==> config.mk <==
export PLATFORM = sky130hd
export DESIGN_NAME = onehot_encoder_8to3
export DESIGN_NICKNAME = d
export VERILOG_FILES = /design/src/rtl/onehot_encoder_8to3.sv
export SDC_FILE = /design/constraint.sdc
export NUM_CORES = 1
export LEC_CHECK = 0
export ABC_AREA = 1
export CAP_MARGIN = 10
export CORE_AREA = 2 2 39 41
export CTS_CLUSTER_SIZE = 30
export DETAILED_ROUTE_END_ITERATION = 10
export DIE_AREA = 0 0 41 43
export GPL_ROUTABILITY_DRIVEN = 0
export GPL_TIMING_DRIVEN = 0
export PLACE_DENSITY = 0.48
export SETUP_SLACK_MARGIN = 0.05
export SYNTH_ARGS = -nofsm -noshare
export SYNTH_HDL_FRONTEND = slang
export SYNTH_SLANG_ARGS = --single-unit
==> constraint.sdc <==
create_clock -name clk -period 0.98 [get_ports clk]
set_clock_uncertainty 0.1 [all_clocks]
set_input_delay 0.196 -clock clk [delete_from_list [all_inputs] [get_ports clk]]
set_output_delay 0.196 -clock clk [all_outputs]
set_load 0.05 [all_outputs]
==> src/rtl/onehot_encoder_8to3.sv <==
// Registered 8-to-3 priority encoder with any-active (valid) and multi-hot (err) flags.
// MSB_PRIORITY selects whether the highest or the lowest set request wins on a collision.
module onehot_encoder_8to3 #(
  parameter bit MSB_PRIORITY = 1'b1
) (
  input  logic       clk,
  input  logic       rst_n,
  input  logic [7:0] D,
  output logic       X,
  output logic       Y,
  output logic       Z,
  output logic       valid,
  output logic       err
);

  logic [2:0] idx;
  logic       any;
  logic       multi;

  always_comb begin
    idx = '0;
    if (MSB_PRIORITY) begin
      // Ascending scan: the last set bit seen (the highest) wins.
      for (int unsigned i = 0; i < 8; i++) begin
        if (D[i]) idx = 3'(i);
      end
    end else begin
      // Descending scan: the last set bit seen (the lowest) wins.
      for (int unsigned i = 8; i > 0; i--) begin
        if (D[i-1]) idx = 3'(i - 1);
      end
    end
  end

  // Clearing the lowest set bit leaves something only when two or more bits are set.
  assign any   = |D;
  assign multi = |(D & (D - 8'd1));

  always_ff @(posedge clk) begin
    if (!rst_n) begin
      X     <= 1'b0;
      Y     <= 1'b0;
      Z     <= 1'b0;
      valid <= 1'b0;
      err   <= 1'b0;
    end else begin
      X     <= idx[2];
      Y     <= idx[1];
      Z     <= idx[0];
      valid <= any;
      err   <= multi;
    end
  end

endmodule

==> summary.md <==
| Metric | Value |
|---|---|
| DRC violation count after routing | 0 |
| Core Util, Final | 37.2% |
| N_diodes | 0 |
| Placement Cell Area | 433 um2 |
| Pwr dens | 1240 nW/um2 |
| HP Class | input pin to flip-flop |
| Max-Cap Viols | 0 |
| CP Buf/Inv Count | 1 |
| WP data required | 0.68 ns |
| Syn nets | 54 |
| Vias | 306 |
| HPWL after DPL | 453 um |
| Synthesized area | 273 um2 |
| Vias in the first global route | 277 |
| Post-DRT Antenna Nets | 0 |
| CTS hold repair buffers | 0 |
| Syn. warnings | 0 |
| Total GRT Usage | 8.52% |
| Final WS setup | -0.0106 ns |
| Crit path cell chain | buf_8 |
| Crit-path max FO | 1 |
| Largest delay share family, worst path | flip-flops |
| Final wirelength | 553 um |
| Most common cell after layout, fill and taps aside | nand2_1 |
| Worst-Margin Slew | 0.177 ns |
| Yosys cell types | 11 |
| Num CTS Buffers | 3 |
| Clock Tree Root | clkbuf_4 |
| IO Count | 15 |
| Initial antenna violation count | 0 |
| DP Cell Count | 74 |
| Nets@finish | 76 |
| Final setup violation count | 5 |
| Critical setup path kind | flip-flop to output pin |
| Total Power | 0.000638 W |
| Status | finished, violations left |
| Max stage delay on crit path | 0.32 ns |
| Die width | 41 um |
| Maximum VDD drop | 0.324 mV |
| CP startpoint kind | flip-flop |
| Most frequent cells in the layout | nand2_1 (13), inv_1 (9), dlygate4sd2_1 (8) |
| Max Clock Freq | 1.01 GHz |
| Hold Violations, Final | 0 |
| Largest net degree at the start of global routing | 6 |
| Initial Util | 19.7% |
| Core area | 1380 um2 |
| H-tree levels | 1 |
| CP arrival | 0.69 ns |
| Fillers | 151 |
| Grt ovf | 0 |
| Post-synthesis sequential area ratio | 36.7% |
| LEAKAGE | 0.267 nW |
| TritonCTS clock tree | yes |
| Reg clk slew, reported paths | 0.04 ns |
| CTS Sinks | 5 |
| Slew headroom | 88.2% |
| Reg area | 106 um2 |
| Final instance area | 514 um2 |
| IO Port Bufs | 14 |
| Final min period | 0.991 ns |
| Critical-path top delay cell | dfxtp_2 |
| First-pass GRT wire length | 1.02 mm |
| Cells after Synth | 44 |
| Syn Area/Cell | 6.20 um2 |
| Tcrit/Tclk final | 101% |
| Num rows | 14 |
| CP Capture Type | output pin |
| TritonRoute pass-1 iters | 2 |
| Area added between synthesis and finish | 88.5% |
| Clock buffer depth | 2 |
| RSZ-0062 raised after global routing | yes |
| Share of post-route cells with drive strength above 1 | 36.9% |
| Die area | 1760 um2 |
| Chip Height | 43 um |
| DRT iter0 DRCs | 2 |
| Multi-input gate area | 150 um2 |
| Drt wl/cell | 6.83 um |
| Number of vias per cell | 3.78 |
| Non-Filler Instances | 81 |
| Post-synthesis register bit count | 5 |
| Max-slew violations | 0 |
| Violated checks | setup timing |
==> registers in the layout, summed over array words and instances (netlist names) <==
| signal | flops |
|---|---|
| Z | 1 |
| X | 1 |
| Y | 1 |
| valid | 1 |
| err | 1 |
==> tightest hold or removal path, cell delays in order <==
cell           delay, ns
dlygate4sd2_1       0.26
inv_1               0.06
a21oi_1             0.06
==> logic make-up after synthesis <==
family	Yosys count	synth area share, %
and+or+nand+nor	25	40.4
DFF	5	36.7
buffers and inverters	9	12.4
AOI/OAI and AO/OA	5	10.5
==> per-stage QoR <==
stage	hold WS, ns	setup slack, ns	TNS [ns]
floorplan	0.230	0.0967	0
global placement	0.738	-0.443	-3.37
detailed placement	0.731	-0.453	-3.37
CTS	0.278	-0.0215	-0.103
global route	0.288	-0.0430	-0.210
finish	0.285	-0.0106	-0.0403
==> layout make-up <==
class,instances,area share [%]
timing repair buffer,17,34.5
multi-input combinational,30,29.2
sequential,5,20.7
inverter,9,6.57
clock buffer,4,5.11
tap,16,3.89
==> synth_stat cells <==
| library cell | instances | area share (%) |
|---|---|---|
| nand2_1 | 13 | 18 |
| a21oi_1 | 3 | 5.5 |
| nand2_2 | 2 | 4.6 |
| nor2_1 | 7 | 9.6 |
| inv_1 | 9 | 12 |
| o21ai_0 | 1 | 1.8 |
| a41oi_1 | 1 | 3.2 |
| dfxtp_1 | 5 | 37 |
| nand3_1 | 1 | 1.8 |
| nor2_2 | 1 | 2.3 |
| nor2_4 | 1 | 4.1 |
==> final timing paths <==
check | slack [ns] | from | endpoint | cells past startpoint
worst min-delay path | 0.28 | D[7] | Z | 3
worst max-delay path | -0.01 | Z | Z | 1
==> metal layers <==
metal | routed length, um | vias to the layer above | GRT usage, %
li1 | - | 172 | -
met5 | 0 | - | 0
met1 | 240 | 124 | 10.2
met4 | 0 | 0 | 8.00
met2 | 278 | 10 | 11.9
met3 | 34 | 0 | 1.57
==> power by group <==
part	internal [W]	switching [W]	leakage [nW]
clock	0.000153	0.0000732	0.0150
sequential	0.000220	0.00000760	0.0425
combinational	0.0000825	0.000101	0.210
total	0.000456	0.000182	0.267
==> repair_timing <==
action / in CTS / in global routing
gates resized for setup: 50 / 7
setup buffers: 3 / 0
setup endpoints to repair: 9 / 7
pin swaps: 3 / 1
No activity file was read; power rests on OpenSTA's default activity.
